<file path="config.mk">
export PLATFORM = sky130hd
export DESIGN_NAME = kmeans_pass_ctrl
export DESIGN_NICKNAME = d
export VERILOG_FILES = /design/src/rtl/kmeans_pkg.sv /design/src/rtl/kmeans_acc_bank.sv /design/src/rtl/kmeans_pass_ctrl.sv
export SDC_FILE = /design/constraint.sdc
export NUM_CORES = 2
export LEC_CHECK = 0
export CAP_MARGIN = 10
export CORE_MARGIN = 2
export CORE_UTILIZATION = 50
export DETAILED_ROUTE_END_ITERATION = 10
export HOLD_SLACK_MARGIN = 0.15
export MAX_ROUTING_LAYER = met4
export PLACE_DENSITY = 0.71
export SKIP_CTS_REPAIR_TIMING = 1
export SYNTH_ARGS = -nofsm -noshare
export SYNTH_HDL_FRONTEND = slang
export SYNTH_SLANG_ARGS = --single-unit
</file>
<file path="constraint.sdc">
create_clock -name clk -period 5.1 [get_ports clk]
set_clock_uncertainty 0.05 [all_clocks]
set_input_delay 0.51 -clock clk [delete_from_list [all_inputs] [get_ports clk]]
set_output_delay 0.51 -clock clk [all_outputs]
set_load 0.02 [all_outputs]
</file>
<file path="src/rtl/kmeans_pkg.sv">
// Shared types and constants for the k-means pass controller and its accumulator banks.
package kmeans_pkg;

  typedef enum logic [1:0] {
    IDLE  = 2'd0,
    RUN   = 2'd1,
    DRAIN = 2'd2,
    DONE  = 2'd3
  } state_t;

  localparam int NUM_CLUSTERS = 3;
  localparam int NUM_DIMS     = 4;
  localparam int DIM_W        = 16;
  localparam int ACC_W        = 32;

endpackage

</file>
<file path="src/rtl/kmeans_acc_bank.sv">
// One cluster's per-dimension 32-bit accumulators and its assigned-point count.
module kmeans_acc_bank
  import kmeans_pkg::*;
#(
  parameter int CNT_W = 16
) (
  input  logic                        clk,
  input  logic                        reset,
  input  logic                        clear,
  input  logic                        add_en,
  input  logic [NUM_DIMS*DIM_W-1:0]   point,
  output logic [NUM_DIMS*ACC_W-1:0]   acc_flat,
  output logic [CNT_W-1:0]            count
);

  logic [CNT_W-1:0] count_reg;

  generate
    for (genvar gi = 0; gi < NUM_DIMS; gi++) begin : g_dim
      logic [ACC_W-1:0] acc_reg;

      always_ff @(posedge clk) begin
        if (reset || clear) begin
          acc_reg <= '0;
        end else if (add_en) begin
          acc_reg <= acc_reg + ACC_W'(point[gi*DIM_W +: DIM_W]);
        end
      end

      assign acc_flat[gi*ACC_W +: ACC_W] = acc_reg;
    end
  endgenerate

  always_ff @(posedge clk) begin
    if (reset || clear) begin
      count_reg <= '0;
    end else if (add_en) begin
      count_reg <= count_reg + CNT_W'(1);
    end
  end

  assign count = count_reg;

endmodule

</file>
<file path="src/rtl/kmeans_pass_ctrl.sv">
// K-means assignment-pass controller: issues points, tracks datapath latency, accumulates per cluster.
// Optional KMEANS_EMPTY_FLAG_EN adds empty_mask (clusters with no points, registered at DONE).
module kmeans_pass_ctrl
  import kmeans_pkg::*;
#(
  parameter int DP_LAT = 1,
  parameter int CNT_W  = 16
) (
  input  logic             clk,
  input  logic             reset,
  input  logic             start,
  input  logic [CNT_W-1:0] num_points,
  input  logic             pt_valid,
  output logic             pt_ready,
  input  logic [63:0]      pt_data,
  output logic [63:0]      dp_point,
  input  logic [1:0]       dp_cluster_addr,
  output logic             busy,
  output logic             done,
  output logic             err,
  output logic [CNT_W-1:0] cnt1,
  output logic [CNT_W-1:0] cnt2,
  output logic [CNT_W-1:0] cnt3,
  input  logic [3:0]       sum_sel,
`ifdef KMEANS_EMPTY_FLAG_EN
  output logic [2:0]       empty_mask,
`endif
  output logic [31:0]      sum_data
);

  state_t           state_reg, state_next;
  logic [CNT_W-1:0] issued_reg;
  logic [CNT_W-1:0] num_points_reg;
  logic [2:0]       inflight_reg, inflight_next;
  logic             err_reg;
  logic [DP_LAT-1:0] valid_reg;
  logic [63:0]      data_reg [DP_LAT];

  logic             xfer;
  logic             start_acc;
  logic             tap_valid;
  logic [63:0]      tap_data;

  logic [NUM_DIMS*ACC_W-1:0] acc_flat [NUM_CLUSTERS];
  logic [CNT_W-1:0]          count_arr [NUM_CLUSTERS];
  logic [ACC_W-1:0]          acc_word [16];

  assign start_acc = (state_reg == IDLE) && start;
  assign pt_ready  = (state_reg == RUN) && (issued_reg < num_points_reg);
  assign xfer      = pt_valid && pt_ready;
  assign tap_valid = valid_reg[DP_LAT-1];
  assign tap_data  = data_reg[DP_LAT-1];
  assign dp_point  = pt_data;
  assign busy      = (state_reg == RUN) || (state_reg == DRAIN);
  assign done      = (state_reg == DONE);
  assign err       = err_reg;

  assign inflight_next = inflight_reg + {2'b00, xfer} - {2'b00, tap_valid};

  always_comb begin
    state_next = state_reg;
    case (state_reg)
      IDLE: begin
        if (start) begin
          state_next = (num_points != '0) ? RUN : DONE;
        end
      end
      RUN: begin
        if (xfer && (issued_reg + CNT_W'(1) == num_points_reg)) begin
          state_next = DRAIN;
        end
      end
      // Leave DRAIN on the edge that retires the last tap, so counts are final in DONE.
      DRAIN: begin
        if (inflight_next == 3'd0) begin
          state_next = DONE;
        end
      end
      DONE: state_next = IDLE;
      default: state_next = IDLE;
    endcase
  end

  always_ff @(posedge clk) begin
    if (reset) begin
      state_reg      <= IDLE;
      issued_reg     <= '0;
      num_points_reg <= '0;
      inflight_reg   <= '0;
      err_reg        <= 1'b0;
    end else begin
      state_reg <= state_next;
      if (start_acc) begin
        issued_reg     <= '0;
        num_points_reg <= num_points;
        inflight_reg   <= '0;
        err_reg        <= 1'b0;
      end else begin
        if (xfer) begin
          issued_reg <= issued_reg + CNT_W'(1);
        end
        inflight_reg <= inflight_next;
        if (tap_valid && (dp_cluster_addr == 2'd3)) begin
          err_reg <= 1'b1;
        end
      end
    end
  end

  // Fixed-latency delay line mirroring the distance datapath; never stalls.
  generate
    for (genvar gi = 0; gi < DP_LAT; gi++) begin : g_stage
      always_ff @(posedge clk) begin
        if (reset || start_acc) begin
          valid_reg[gi] <= 1'b0;
        end else if (gi == 0) begin
          valid_reg[gi] <= xfer;
        end else begin
          valid_reg[gi] <= valid_reg[(gi == 0) ? 0 : gi-1];
        end
      end

      always_ff @(posedge clk) begin
        if (gi == 0) begin
          data_reg[gi] <= pt_data;
        end else begin
          data_reg[gi] <= data_reg[(gi == 0) ? 0 : gi-1];
        end
      end
    end
  endgenerate

  generate
    for (genvar gi = 0; gi < NUM_CLUSTERS; gi++) begin : g_bank
      kmeans_acc_bank #(
        .CNT_W(CNT_W)
      ) u_bank (
        .clk     (clk),
        .reset   (reset),
        .clear   (start_acc),
        .add_en  (tap_valid && (dp_cluster_addr == 2'(gi))),
        .point   (tap_data),
        .acc_flat(acc_flat[gi]),
        .count   (count_arr[gi])
      );
    end
  endgenerate

  assign cnt1 = count_arr[0];
  assign cnt2 = count_arr[1];
  assign cnt3 = count_arr[2];

  // Flatten to a 16-entry map so the unused selects 12..15 read as zero.
  generate
    for (genvar gi = 0; gi < 16; gi++) begin : g_word
      if (gi < NUM_CLUSTERS*NUM_DIMS) begin : g_acc
        assign acc_word[gi] = acc_flat[gi/NUM_DIMS][(gi%NUM_DIMS)*ACC_W +: ACC_W];
      end else begin : g_zero
        assign acc_word[gi] = '0;
      end
    end
  endgenerate

  assign sum_data = acc_word[sum_sel];

`ifdef KMEANS_EMPTY_FLAG_EN
  logic [2:0] empty_mask_reg;

  always_ff @(posedge clk) begin
    if (reset) begin
      empty_mask_reg <= '0;
    end else if (state_reg == DONE) begin
      empty_mask_reg <= {count_arr[2] == '0, count_arr[1] == '0, count_arr[0] == '0};
    end
  end

  assign empty_mask = empty_mask_reg;
`endif

endmodule

</file>
==> flow_metrics.py <==
metrics = {
    "run_status": {
        "status": "finished clean",
    },
    "synthesis": {
        "synth-edff-count": 0,
        "synth_seq_cells": 535,
        "synth-async-reset-ratio_pct": 0,
        "synth_cell_type_count": 86,
        "ys.flop_type": "dfxtp_1",
        "synth_nets": 4129,
        "netlist_instances": 3807,
        "ys_warn_count": 0,
        "ys_seq_area_share_pct": 32.93,
        "syn_area_sq_um": 32520,
        "avgSynthCellArea_sq_um": 8.542,
    },
    "worst_hold_path": {
        "hold_end": "data_reg[0][48]",
        "hold_depth": 1,
        "min_from": "pt_data[48]",
        "hp-class": "in -> reg",
    },
    "floorplanning": {
        "coreArea_sq_um": 64350,
        "die_w_um": 259.0,
        "initial_core_util_pct": 50.54,
        "row_count": 93,
        "ios": 238,
        "fp.dieH_um": 259.0,
        "die-area_sq_um": 67100,
    },
    "finish": {
        "fin_cells": 4833,
        "largest_reg_flops": 384,
        "diodes": 0,
        "drive_gt1_share_pct": 7.164,
        "nNetsFinal": 4250,
        "area_growth_pct": 15.03,
    },
    "placement": {
        "dp_slack_ns": 0.3996,
        "gp_congestion": 0.9531,
        "hpwl_um": 69320,
        "dp.cells": 4722,
        "placement.io_buffers": 237,
    },
    "grt": {
        "grt_antenna_before_repair": 0,
        "grtUsageTotal_pct": 28.27,
        "grt_max_degree": 103,
        "grt_pass1_wl_um": 147100,
        "use_met3_pct": 4.179,
        "grtUsageMet1_pct": 39.59,
        "grt_pass1_vias": 26750,
        "grt_util_met2_pct": 42.60,
        "grt.overflow.total": 0,
        "grt_most_used_layer": "met2",
    },
    "route": {
        "vias": 28590,
        "wl_per_cell_um": 19.34,
        "avgViaCountPerCell": 5.915,
        "drt_iter0_markers": 2678,
        "first_pass_iters": 6,
        "ant_nets": 0,
        "drc": 0,
        "wirelength_um": 93490,
    },
    "timing": {
        "hold_ws_ns": 0.2710,
        "max_slew_margin_pct": 23.58,
        "final_hold_viol_count": 0,
        "setup_viol": 0,
        "layout_setup_ws_ns": 0.5016,
        "tns_ns": 0,
        "period_minus_slack_ns": 4.598,
        "fmax_ghz": 0.2175,
        "rsz0062_at_grt": "no",
        "worstMarginPinSlew_ns": 1.146,
        "finalCritPeriodShare_pct": 90.16,
        "slew_violations": 0,
    },
    "flow_run": {
        "timing.max_cap.violations": 0,
    },
    "critical_path": {
        "path_class": "reg -> reg",
        "r2r-start": "issued_reg[5]",
        "cp-start-kind": "flop",
        "cp-end-kind": "flop",
        "path_max_fanout": 10,
        "rr_endpoint": "state_reg[0]",
        "reg2reg_depth": 21,
        "r2r_slack_ns": 0.50,
        "crit_required_ns": 5.60,
        "worst_ep_arrival_time_ns": 5.10,
    },
    "power_and_ir_drop": {
        "finalPower_mw": 10.50,
        "internal-power_mw": 7.610,
        "switching_share_pct": 27.52,
        "worst_ir_drop_vdd_mv": 0.2755,
        "leakage_nw": 13.91,
        "combPwrFrac_pct": 13.2,
        "p_switching_mw": 2.890,
        "power_density_nw_per_um2": 280.7,
        "clock_power_share_pct": 45.2,
        "seq_power_share_pct": 41.6,
    },
    "clock_network": {
        "root_buffer": "clkbuf_16",
        "path_clk_slew_ns": 0.07,
        "htreeDepth": 2,
        "clk_latency_ns": 0.66,
        "cts_buffer_depth": 3,
        "cts_tree": "yes",
        "clock-sinks": 535,
        "cts_buffers": 59,
    },
}
-- cell usage after synthesis (45+ instances only) --
cell type  number  share of area (%)
or3_1          83                1.6
xor2_1        151                4.1
ha_1          219                8.4
and3_1         55                1.1
a21o_1         46                1.1
a21oi_1       335                5.2
a211oi_1       58                1.3
nand2_1       462                5.3
clkbuf_1      108                1.2
mux2i_1        45                1.4
dfxtp_1       535                 33
buf_4          64                1.5
nor2_1        342                3.9
inv_1         144                1.7
o21ai_0       160                2.5
mux4_2         96                6.6
nand3_1       133                2.0
nor3_1         58               0.89
xnor2_1       161                4.3
-- routing by layer --
layer | wire (um) | vias up
met5 | 0 | -
met4 | 2246 | 0
met3 | 8448 | 135
met2 | 40950 | 1095
met1 | 41840 | 13500
li1 | - | 13860
-- area by class of cell --
type / count / area (sq um)
Inverter: 144 / 540.5
Multi-Input combinational cell: 2911 / 20240
Sequential cell: 535 / 10710
Tap cell: 855 / 1070
Clock buffer: 78 / 1648
Clock inverter: 33 / 503.0
Fill cell: 5817 / 26940
Timing Repair Buffer: 277 / 2699
-- power by group through the flow --
stage / Clock, mW / Sequential (mW) / Combinational [mW]
after detailed placement: 0 / 4.46 / 1.37
final: 4.75 / 4.37 / 1.38
after CTS: 4.80 / 4.37 / 1.37
after floorplan: 0 / 4.41 / 0.959
after global routing: 4.98 / 4.37 / 1.51
after global placement: 0 / 4.46 / 1.36
-- critical path: stages (launching register included) --
cell       delay [ns]
dfxtp_1          0.52
ha_1             0.29
o21a_1           0.18
o21a_1           0.16
o2111ai_1        0.17
a31oi_1          0.08
o21ai_1          0.19
and2_1           0.27
inv_1            0.14
ha_1             0.31
inv_1            0.05
ha_1             0.13
inv_1            0.05
fa_1             0.36
xnor3_1          0.23
nand3b_1         0.08
a22o_1           0.21
nor4_1           0.28
o311ai_1         0.15
a211oi_2         0.24
a211oi_1         0.12
a211oi_1         0.23
-- layout by cell type, fill, tap and decap left out, types with 46 or more instances in the layout --
master / instances
a211oi_1: 57
a21o_1: 46
a21oi_1: 335
and3_1: 55
clkbuf_16: 59
clkdlybuf4s50_1: 233
dfxtp_1: 535
ha_1: 219
inv_1: 144
mux4_2: 96
nand2_1: 462
nand3_1: 133
nor2_1: 340
nor3_1: 58
o21ai_0: 160
or3_1: 83
xnor2_1: 161
xor2_1: 151
-- worst max path at each step --
| stage | startpoint | end | slack (ns) | cells past startpoint |
|---|---|---|---|---|
| after CTS | issued_reg[5] | state_reg[0] | 0.38 | 21 |
| after global routing | issued_reg[5] | state_reg[1] | 0.11 | 21 |
| after global placement | issued_reg[5] | state_reg[1] | 0.48 | 21 |
| after detailed placement | issued_reg[5] | state_reg[0] | 0.40 | 21 |
| final | issued_reg[5] | state_reg[0] | 0.50 | 21 |
| after floorplan | num_points_reg[5] | state_reg[0] | 0.77 | 23 |
-- metrics by stage --
stage,util (%),instance area (sq um)
floorplan,-,32520
global placement,54.78,35250
detailed placement,54.78,35250
CTS,58.13,37400
global route,58.13,37410
finish,58.13,37410
-- cells by family after synthesis --
family                   synth area share (%)
AND/OR/NAND/NOR                         19.58
AO/OA/AOI/OAI                           16.82
flip-flops                              32.93
buffers and inverters                   4.929
XOR/XNOR                                8.472
adder cells (fa/ha/maj)                 9.226
multiplexers                            8.034
(Power assumes the default switching activity.)
